**src/rtl/aes_pkg.sv**
```systemverilog
// Shared definitions for the AES key expander: key-length encodings, schedule
// geometry lookups, GF(2^8) xtime, FSM state type and the forward S-box.
package aes_pkg;

    localparam logic [1:0] KL_128 = 2'b00;
    localparam logic [1:0] KL_192 = 2'b01;
    localparam logic [1:0] KL_256 = 2'b10;

    typedef enum logic [1:0] {
        ST_IDLE   = 2'd0,
        ST_KEY    = 2'd1,
        ST_EXPAND = 2'd2,
        ST_FIN    = 2'd3
    } state_e;

    function automatic logic [3:0] get_nk(input logic [1:0] kl);
        case (kl)
            KL_192:  return 4'd6;
            KL_256:  return 4'd8;
            default: return 4'd4;
        endcase
    endfunction

    function automatic logic [5:0] get_total_words(input logic [1:0] kl);
        case (kl)
            KL_192:  return 6'd52;
            KL_256:  return 6'd60;
            default: return 6'd44;
        endcase
    endfunction

    function automatic logic [7:0] xtime(input logic [7:0] b);
        return {b[6:0], 1'b0} ^ (b[7] ? 8'h1b : 8'h00);
    endfunction

    localparam logic [7:0] SBOX [256] = '{
        8'h63, 8'h7c, 8'h77, 8'h7b, 8'hf2, 8'h6b, 8'h6f, 8'hc5, 8'h30, 8'h01, 8'h67, 8'h2b, 8'hfe, 8'hd7, 8'hab, 8'h76,
        8'hca, 8'h82, 8'hc9, 8'h7d, 8'hfa, 8'h59, 8'h47, 8'hf0, 8'had, 8'hd4, 8'ha2, 8'haf, 8'h9c, 8'ha4, 8'h72, 8'hc0,
        8'hb7, 8'hfd, 8'h93, 8'h26, 8'h36, 8'h3f, 8'hf7, 8'hcc, 8'h34, 8'ha5, 8'he5, 8'hf1, 8'h71, 8'hd8, 8'h31, 8'h15,
        8'h04, 8'hc7, 8'h23, 8'hc3, 8'h18, 8'h96, 8'h05, 8'h9a, 8'h07, 8'h12, 8'h80, 8'he2, 8'heb, 8'h27, 8'hb2, 8'h75,
        8'h09, 8'h83, 8'h2c, 8'h1a, 8'h1b, 8'h6e, 8'h5a, 8'ha0, 8'h52, 8'h3b, 8'hd6, 8'hb3, 8'h29, 8'he3, 8'h2f, 8'h84,
        8'h53, 8'hd1, 8'h00, 8'hed, 8'h20, 8'hfc, 8'hb1, 8'h5b, 8'h6a, 8'hcb, 8'hbe, 8'h39, 8'h4a, 8'h4c, 8'h58, 8'hcf,
        8'hd0, 8'hef, 8'haa, 8'hfb, 8'h43, 8'h4d, 8'h33, 8'h85, 8'h45, 8'hf9, 8'h02, 8'h7f, 8'h50, 8'h3c, 8'h9f, 8'ha8,
        8'h51, 8'ha3, 8'h40, 8'h8f, 8'h92, 8'h9d, 8'h38, 8'hf5, 8'hbc, 8'hb6, 8'hda, 8'h21, 8'h10, 8'hff, 8'hf3, 8'hd2,
        8'hcd, 8'h0c, 8'h13, 8'hec, 8'h5f, 8'h97, 8'h44, 8'h17, 8'hc4, 8'ha7, 8'h7e, 8'h3d, 8'h64, 8'h5d, 8'h19, 8'h73,
        8'h60, 8'h81, 8'h4f, 8'hdc, 8'h22, 8'h2a, 8'h90, 8'h88, 8'h46, 8'hee, 8'hb8, 8'h14, 8'hde, 8'h5e, 8'h0b, 8'hdb,
        8'he0, 8'h32, 8'h3a, 8'h0a, 8'h49, 8'h06, 8'h24, 8'h5c, 8'hc2, 8'hd3, 8'hac, 8'h62, 8'h91, 8'h95, 8'he4, 8'h79,
        8'he7, 8'hc8, 8'h37, 8'h6d, 8'h8d, 8'hd5, 8'h4e, 8'ha9, 8'h6c, 8'h56, 8'hf4, 8'hea, 8'h65, 8'h7a, 8'hae, 8'h08,
        8'hba, 8'h78, 8'h25, 8'h2e, 8'h1c, 8'ha6, 8'hb4, 8'hc6, 8'he8, 8'hdd, 8'h74, 8'h1f, 8'h4b, 8'hbd, 8'h8b, 8'h8a,
        8'h70, 8'h3e, 8'hb5, 8'h66, 8'h48, 8'h03, 8'hf6, 8'h0e, 8'h61, 8'h35, 8'h57, 8'hb9, 8'h86, 8'hc1, 8'h1d, 8'h9e,
        8'he1, 8'hf8, 8'h98, 8'h11, 8'h69, 8'hd9, 8'h8e, 8'h94, 8'h9b, 8'h1e, 8'h87, 8'he9, 8'hce, 8'h55, 8'h28, 8'hdf,
        8'h8c, 8'ha1, 8'h89, 8'h0d, 8'hbf, 8'he6, 8'h42, 8'h68, 8'h41, 8'h99, 8'h2d, 8'h0f, 8'hb0, 8'h54, 8'hbb, 8'h16
    };

endpackage

```
**src/rtl/aes_subword.sv**
```systemverilog
// SubWord: four parallel S-box lookups on a 32-bit word, purely combinational.
module aes_subword
    import aes_pkg::*;
(
    input  logic [31:0] word_i,
    output logic [31:0] word_o
);

    always_comb begin
        for (int b = 0; b < 4; b++) begin
            word_o[8*b +: 8] = SBOX[word_i[8*b +: 8]];
        end
    end

endmodule

```
**src/rtl/aes_key_expander.sv**
```systemverilog
// Word-serial AES-128/192/256 key schedule generator over a valid/ready stream.
// Optional schedule RAM with a read port is enabled by defining AES_KEXP_STORE_EN.
module aes_key_expander
    import aes_pkg::*;
#(
    parameter bit SUPPORT_256 = 1'b1,
    parameter bit OUT_REG     = 1'b1
) (
    input  logic         clock,
    input  logic         reset,
    input  logic         start,
    input  logic [1:0]   key_len,
    input  logic [255:0] key_in,
    output logic         word_valid,
    input  logic         word_ready,
    output logic [31:0]  word_out,
    output logic [5:0]   word_index,
    output logic         busy,
`ifdef AES_KEXP_STORE_EN
    input  logic [5:0]   rd_addr,
    output logic [31:0]  rd_data,
`endif
    output logic         done
);

    state_e        state_q, state_d;
    logic [1:0]    kl_q, kl_d, kl_sel;
    logic [255:0]  key_q, key_d;
    logic [5:0]    idx_q, idx_d;
    logic [2:0]    pos_q, pos_d;
    logic [7:0]    rcon_q, rcon_d;
    logic [31:0]   win_q [8];

    logic [3:0]    nk;
    logic [2:0]    nk_m1;
    logic [5:0]    total;
    logic [5:0]    nxt_idx;
    logic [31:0]   key_words [8];
    logic [31:0]   prev_word, sub_in, sub_out, t_word, nxt_word;
    logic          accept, shift_en;
    logic [31:0]   shift_word;

    // Unsupported and reserved encodings collapse onto AES-128.
    always_comb begin
        case (key_len)
            KL_192:  kl_sel = KL_192;
            KL_256:  kl_sel = SUPPORT_256 ? KL_256 : KL_128;
            default: kl_sel = KL_128;
        endcase
    end

    assign nk      = get_nk(kl_q);
    assign nk_m1   = 3'(nk - 4'd1);
    assign total   = get_total_words(kl_q);
    assign nxt_idx = idx_q + 6'd1;

    always_comb begin
        for (int k = 0; k < 8; k++) begin
            key_words[k] = key_q[255 - 32*k -: 32];
        end
    end

    // win_q[0] is the word currently presented, so win_q[Nk-1] is w[next-Nk].
    assign prev_word = win_q[0];
    assign sub_in    = (pos_q == 3'd0) ? {prev_word[23:0], prev_word[31:24]} : prev_word;

    aes_subword u_subword (
        .word_i (sub_in),
        .word_o (sub_out)
    );

    always_comb begin
        // NOTE: every combinational output gets a default first so no path can infer a latch.
        t_word = prev_word;
        if (pos_q == 3'd0) begin
            t_word = sub_out ^ {rcon_q, 24'h0};
        end else if (nk == 4'd8 && pos_q == 3'd4) begin
            t_word = sub_out;
        end
        nxt_word = (nxt_idx < {2'b00, nk}) ? key_words[nxt_idx[2:0]] : (win_q[nk_m1] ^ t_word);
    end

    assign word_valid = (state_q == ST_KEY) || (state_q == ST_EXPAND);
    assign busy       = word_valid;
    assign done       = (state_q == ST_FIN);
    assign accept     = word_valid && word_ready;

    always_comb begin
        state_d    = state_q;
        kl_d       = kl_q;
        key_d      = key_q;
        idx_d      = idx_q;
        pos_d      = pos_q;
        rcon_d     = rcon_q;
        shift_en   = 1'b0;
        shift_word = nxt_word;
        case (state_q)
            ST_IDLE: begin
                if (start) begin
                    state_d    = ST_KEY;
                    kl_d       = kl_sel;
                    key_d      = key_in;
                    idx_d      = 6'd0;
                    pos_d      = 3'd1;
                    rcon_d     = 8'h01;
                    shift_en   = 1'b1;
                    shift_word = key_in[255:224];
                end
            end
            ST_KEY, ST_EXPAND: begin
                if (accept) begin
                    if (idx_q == total - 6'd1) begin
                        state_d = ST_FIN;
                    end else begin
                        shift_en = 1'b1;
                        idx_d    = nxt_idx;
                        pos_d    = (pos_q == nk_m1) ? 3'd0 : pos_q + 3'd1;
                        if (pos_q == 3'd0) rcon_d = xtime(rcon_q);
                        if (nxt_idx >= {2'b00, nk}) state_d = ST_EXPAND;
                    end
                end
            end
            ST_FIN:  state_d = ST_IDLE;
            default: state_d = ST_IDLE;
        endcase
    end

    // NOTE: sequential state uses non-blocking assignments so all registers update together.
    always_ff @(posedge clock or posedge reset) begin
        if (reset) begin
            state_q <= ST_IDLE;
            kl_q    <= KL_128;
            key_q   <= '0;
            idx_q   <= '0;
            pos_q   <= '0;
            rcon_q  <= 8'h01;
        end else begin
            state_q <= state_d;
            kl_q    <= kl_d;
            key_q   <= key_d;
            idx_q   <= idx_d;
            pos_q   <= pos_d;
            rcon_q  <= rcon_d;
        end
    end

    always_ff @(posedge clock or posedge reset) begin
        if (reset) begin
            for (int k = 0; k < 8; k++) win_q[k] <= '0;
        end else if (shift_en) begin
            for (int k = 7; k > 0; k--) win_q[k] <= win_q[k-1];
            win_q[0] <= shift_word;
        end
    end

    generate
        if (OUT_REG) begin : g_out_reg
            logic [31:0] out_q;
            logic [5:0]  oidx_q;
            always_ff @(posedge clock or posedge reset) begin
                if (reset) begin
                    out_q  <= '0;
                    oidx_q <= '0;
                end else if (shift_en) begin
                    out_q  <= shift_word;
                    oidx_q <= idx_d;
                end
            end
            assign word_out   = out_q;
            assign word_index = oidx_q;
        end else begin : g_out_comb
            assign word_out   = win_q[0];
            assign word_index = idx_q;
        end
    endgenerate

`ifdef AES_KEXP_STORE_EN
    logic [31:0] sched_mem [60];
    logic [31:0] rd_data_q;

    // NOTE: the schedule RAM is deliberately not reset; it maps onto plain RAM and stale words stay readable.
    always_ff @(posedge clock) begin
        if (accept) sched_mem[idx_q] <= win_q[0];
    end

    always_ff @(posedge clock or posedge reset) begin
        if (reset) begin
            rd_data_q <= '0;
        end else begin
            rd_data_q <= (rd_addr < total) ? sched_mem[rd_addr] : '0;
        end
    end

    assign rd_data = rd_data_q;
`endif

endmodule

```
**config.mk**
```make
export PLATFORM = sky130hd
export DESIGN_NAME = aes_key_expander
export DESIGN_NICKNAME = d
export VERILOG_FILES = /design/src/rtl/aes_pkg.sv /design/src/rtl/aes_subword.sv /design/src/rtl/aes_key_expander.sv
export SDC_FILE = /design/constraint.sdc
export NUM_CORES = 2
export LEC_CHECK = 0
export ABC_AREA = 1
export BUFFER_PORTS_ARGS = -buffer_cell sky130_fd_sc_hd__buf_2
export CORE_UTILIZATION = 45
export CTS_CLUSTER_DIAMETER = 100
export DETAILED_ROUTE_END_ITERATION = 8
export PLACE_DENSITY = 0.65
export SETUP_SLACK_MARGIN = 0.02
export SYNTH_ARGS = -nofsm -noshare
export SYNTH_HDL_FRONTEND = slang
export SYNTH_SLANG_ARGS = --single-unit
```
**constraint.sdc**
```tcl
create_clock -name clock -period 17.6 [get_ports clock]
set_input_delay 1.76 -clock clock [delete_from_list [all_inputs] [get_ports clock]]
set_output_delay 1.76 -clock clock [all_outputs]
set_load 0.01 [all_outputs]
```
Word-level counts from Yosys, hierarchy flattened
Memory sizes are Yosys's and may differ from the RTL's.
Cells that the tools add are included.

cells by class
  reductions and logical operators = 11
  bitwise operators = 9
  mux-type cells = 47
  equality and inequality tests = 16
  add/sub/neg operators = 4
  order comparisons = 8

operators by type and width
  operator               number
  $mux W32               10
  $bmux W32 S3           2
  $mux W8                12
  $xor A32 B32 Y32       2
  $ge A9 B9 Y1 const B   4
  $not A8 Y9             4
  $mux W6                3
  $pmux W8 S2            1
  $mux W3                4
  $pmux W6 S2            1
  $pmux W5 S2            1
  $eq A2 B2 Y1 const B   4
  $ge A4 B4 Y1 const B   2
  $mux W2                4
  $ne A2 B2 Y1 const B   4
  $not A3 Y4             2
  $pmux W4 S2            1
  $xor A8 B5 Y8          1
  $add A6 B1 Y6 const B  1
  $eq A2 B1 Y1 const B   3
  $eq A6 B6 Y1           1
  $ge A6 B4 Y1           1
  $lt A6 B4 Y1           1
  $pmux W2 S3            1
  other kinds (22)       25

storage, ports and cells
  bits in read-only memories = 8192
  memories = 4
  bits in registers = 539
  word-level logic and storage cells = 114
  output and inout bits = 41

memories
  name              depth  width  read ports  clocked after Yosys merged registers in  wr ports  line               RTL
  (name not given)  256    8      1           0                                        0         aes_subword.sv:11  word_o[8*b +: 8] = SBOX[word_i[8*b +: 8]];
  (name not given)  256    8      1           0                                        0         aes_subword.sv:11
  (name not given)  256    8      1           0                                        0         aes_subword.sv:11
  (name not given)  256    8      1           0                                        0         aes_subword.sv:11

Longest topological paths before layout
  word-level depth = 12
  gate-level depth with buffers = 29

Hierarchy
A second synthesis with hierarchy kept.

unflattened totals
  cells, all modules = 6124
  area total of the unflattened synthesis = 38274.2 sq um

by module, submodules not included
  module            times used  cells each  seq. area each (sq um)  area each (sq um)
  aes_key_expander  1           3603        13489.2                 26690.6
  aes_subword       1           2521        0.0                     11583.6

Worst setup path after synthesis
OpenSTA, ideal clock, no wires.

  kind = input to register
  from = in word_ready
  to = reg win_q[100] in the netlist's numbering
  slack = 14.283 ns
  required time = 17.483 ns
  stages on the path = 10
  setup time = 0.117 ns
  arrival time = 3.200 ns
  path through = nand2_1 -> nor2_1 -> inv_1 -> a21oi_1 -> inv_1 -> clkbuf_1 -> clkbuf_1 -> clkbuf_1 -> nand2_1 -> nand2_1

on the way
  cells in the longest elaborated chain, start to end = 3

RTL lines
  element              line                     RTL
  from (decl)          aes_key_expander.sv:15   input logic word_ready,
  $logic_and A1 B1 Y1  aes_key_expander.sv:86   assign accept = word_valid && word_ready;
  $mux W1              aes_key_expander.sv:111  if (accept) begin
  $pmux W1 S2          aes_key_expander.sv:97   case (state_q)
  to (decl)            aes_key_expander.sv:32   logic [31:0] win_q [8];

No other way between the ends.
A chain may end at the register's enable or synchronous reset.

Worst setup path after layout
  from = reg pos_q[1]
  to = reg g_out_reg.out_q[19] (netlist: word_out[19])

on the way
  cells in the longest elaborated chain, start to end = 12
  elaborated cells between the ends (all ways) = 15

RTL lines
  element                                              line                                            RTL
  from (decl)                                          aes_key_expander.sv:30                          logic [2:0] pos_q, pos_d;
  from (signal assigned)                               aes_key_expander.sv:142                         pos_q <= pos_d;
  $logic_not A3 Y1                                     aes_key_expander.sv:65, aes_key_expander.sv:75
  $mux W32                                             aes_key_expander.sv:65                          assign sub_in = (pos_q == 3'd0) ? {prev_word[23:0], prev_word[31:24]} : prev_word;
  $not A8 Y9 (implied by the code)                     aes_subword.sv:11
  $mem_v2 Z256 W8                                      -
  $mux W8 (implied by the code) (2 in a row)           aes_subword.sv:11
  $mux W32 / $xor A32 B32 Y32 (equally long branches)  aes_key_expander.sv:77, aes_key_expander.sv:76
  $mux W32 *                                           aes_key_expander.sv:75                          if (pos_q == 3'd0) begin
  $xor A32 B32 Y32 *                                   aes_key_expander.sv:80                          nxt_word = (nxt_idx < {2'b00, nk}) ? key_words[nxt_idx[2:0]] : (win_q[nk_m1] ^ t_word);
  $mux W32 *                                           aes_key_expander.sv:80
  $mux W32                                             aes_key_expander.sv:99                          if (start) begin
  $mux W32 *                                           aes_key_expander.sv:97
  to (signal assigned)                                 aes_key_expander.sv:165                         out_q <= shift_word;
  to (decl)                                            aes_key_expander.sv:158                         logic [31:0] out_q;

Every way passes the cells marked *; elsewhere a longest branch is shown, timed or not. The select of a mux whose other input is x is not followed.

==> metrics.csv <==
metric,value,unit
status,"finished, violations left",
violated checks,design-rule violations,
initial antenna violation count,13,
Final Cycle Share,0.292,
MaxCap Viol Count,0,
port bufs,302,
setup violators final,0,
Post-Syn Area,0.0367,mm²
Worst-Skew Late Latency,0.62,ns
Mapped Cells,5707,
HPWL Detailed,105,mm
largest net degree at the start of global routing,193,
Post-DP Area,0.0382,mm²
CTS Root Cell,clkbuf_16,
drt first pass iters,9,
final worst path period need,5.14,ns
sequential share of the synthesized area,0.367,
FF/Latch Area,0.0135,mm²
global route overflow,0,
final net count,6013,
Die H,288,µm
actual slew at the worst max-slew pin,1.18,ns
Syn-to-layout area delta,8.90,%
WHS Endpoint,win_q[117],
Synth area leader,dfrtp_1,
hold_sp,win_q[117],
initial DRC count,6277,
vias in the first global route,37100,
TritonCTS clock tree,done,
"Primary FF master, synth",dfrtp_1,
Avg Synthesized Cell Area,6.43,µm²
synthesized net count,6012,
post-route cell area,0.0400,mm²
R2R depth,22,
hold-critical path depth,2,
first-pass GRT wire length,230,mm
routed via count,40500,
CTS sink count,539,
CP Class,reg -> reg,
Post-CTS Setup Repair Bufs,0,
Avg WL per Cell,22.3,µm
Clock Path Buffers,3,
Slew headroom,0.212,
# fillers,8418,
CP Data Arrival Time,5.67,ns
starting density of the core,0.455,
"critical path fanouts, max",61,
Post-synth EDFFs,0,
die area,0.0827,mm²
final hold violations,0,
CP Capture Type,flip-flop,
Synth Warn #,0,
crit path from,pos_q[1],
hold-fix buffer count after cts,0,
RSZ-0062 raised after global routing,no,
"Clk pin slew, worst setup/hold paths",0.06,ns
ys async rst share,1.00,
Yosys cell types,43,
Die X,288,µm
final core occ,0.496,
Num CTS Buffers,55,
Startpoint Class,flip-flop,
Crit path required time,18.13,ns
top post-synthesis cells by count,"2324 x nand2_1, 999 x nand3_1, 538 x dfrtp_1, 343 x o21ai_0, 312 x inv_1",
Residual DRC,28,
Yosys top cell area share,0.367,
Total Wirelength,152,mm
worst min-delay path class,reg -> reg,
reg-to-reg critical path endpoint,word_out[19],
setup_tns,0,ns
Via density,5.95,
#FFs+latches synth,539,
cts repair resizes,0,
Final ANT Viol Nets,0,
routability cong.,1.05,
H-tree depth,2,
final slew viol count,0,
area occupied by multi-input gates,0.0202,mm²
Top Ports,303,
share of cells above drive strength 1,0.0915,
Area contributors post-synth,"dfrtp_1 37%, nand2_1 24%, nand3_1 14%",
Worst R2R Setup Slack,12.46,ns
f_max,194,MHz
GRT Total Usage,0.359,
Site Rows,104,
Worst R2R Start,pos_q[1],
most common cell in the netlist,nand2_1,
Core Area,0.0807,mm²
Worst Skew,0.0286,ns
metrics by stage:
stage	hold WS (ns)	instances	setup slack (ns)
global placement	0.452	6711	12.23
CTS	0.474	6806	12.60
finish	0.470	6808	12.46
global route	0.484	6806	12.16
floorplan	0.442	5707	0.776
detailed placement	0.458	6711	12.17
cells by family (layout without fill, tap and decap cells):
| group | Yosys count | count (layout) | synth area share |
|---|---|---|---|
| AND/OR/NAND/NOR | 3576 | 3576 | 0.405 |
| AO/OA/AOI/OAI | 809 | 809 | 0.125 |
| buffers and inverters | 733 | 772 | 0.0860 |
| flip-flops | 539 | 539 | 0.367 |
| adder cells (fa/ha/maj) | 43 | 43 | 0.0147 |
| XOR/XNOR | 6 | 6 | 0.00143 |
| multiplexers | 1 | 1 | 0.000273 |
| other | 0 | 2 | 0 |
layout make-up:
class | count | area share
repair buffers | 351 | 0.0476
well taps | 1060 | 0.0332
inverters | 326 | 0.0312
clock buffers | 76 | 0.0389
clock inverters | 19 | 0.00632
diodes | 2 | 0.000125
flip-flops and latches | 539 | 0.337
multi-input cells | 4435 | 0.505
cells in the final DEF, fill, tap and decap left out, types with 7 or more instances in the layout:
cell,n
nand2_1,2322
nand3_1,999
dfrtp_1,537
o21ai_0,343
inv_1,306
buf_2,302
a21oi_1,228
nor2_1,186
o211ai_1,117
clkbuf_16,55
buf_4,47
ha_1,41
o21ai_1,37
nand2_2,26
a32oi_1,24
o22ai_1,17
nand4_1,16
inv_2,14
nand3b_1,11
clkbuf_1,11
clkbuf_8,10
o21ai_4,9
o21ai_2,8
a21oi_2,8
clkinv_2,8
a31oi_1,7
worst max-delay path by stage:
stage                    to  depth (start not counted)
3_5_place_dp     win_q[187]                          7
5_1_grt        word_out[22]                         21
4_1_cts        word_out[22]                         21
3_3_place_gp      win_q[91]                          6
6_report       word_out[19]                         22
2_1_floorplan      idx_q[0]                          1
flip-flops by register name, indices dropped and copies added, names as in the netlist:
name	count
idx_q	6
key_q	256
kl_q	2
pos_q	3
rcon_q	8
state_q	2
win_q	224
word_index	6
word_out	32
critical path, stage by stage, from the launching register on:
cell	delay, ns
dfrtp_1	0.41
inv_1	0.09
ha_1	0.41
inv_2	0.08
nor2_4	0.54
buf_4	0.48
nor2_1	0.14
a21oi_4	0.12
buf_4	0.56
inv_2	0.63
nor2_1	0.32
a21oi_1	0.10
nand2_1	0.12
o21ai_1	0.07
nand2_1	0.06
nand3_1	0.14
nand3_1	0.18
nand3_1	0.09
nand2_1	0.11
nand2_1	0.07
nand2_1	0.07
nand2_1	0.05
a21oi_1	0.16
layer usage:
metal	vias to the layer above	part of all wire	global-route usage
met1	19000	0.42	0.508
met4	16	0.047	0.152
li1	18600	-	-
met5	-	0.00070	0
met3	451	0.11	0.0748
met2	2413	0.43	0.528
Power is not shown: default switching activity piles up to over one toggle a cycle in this logic, so the estimate is an artifact.
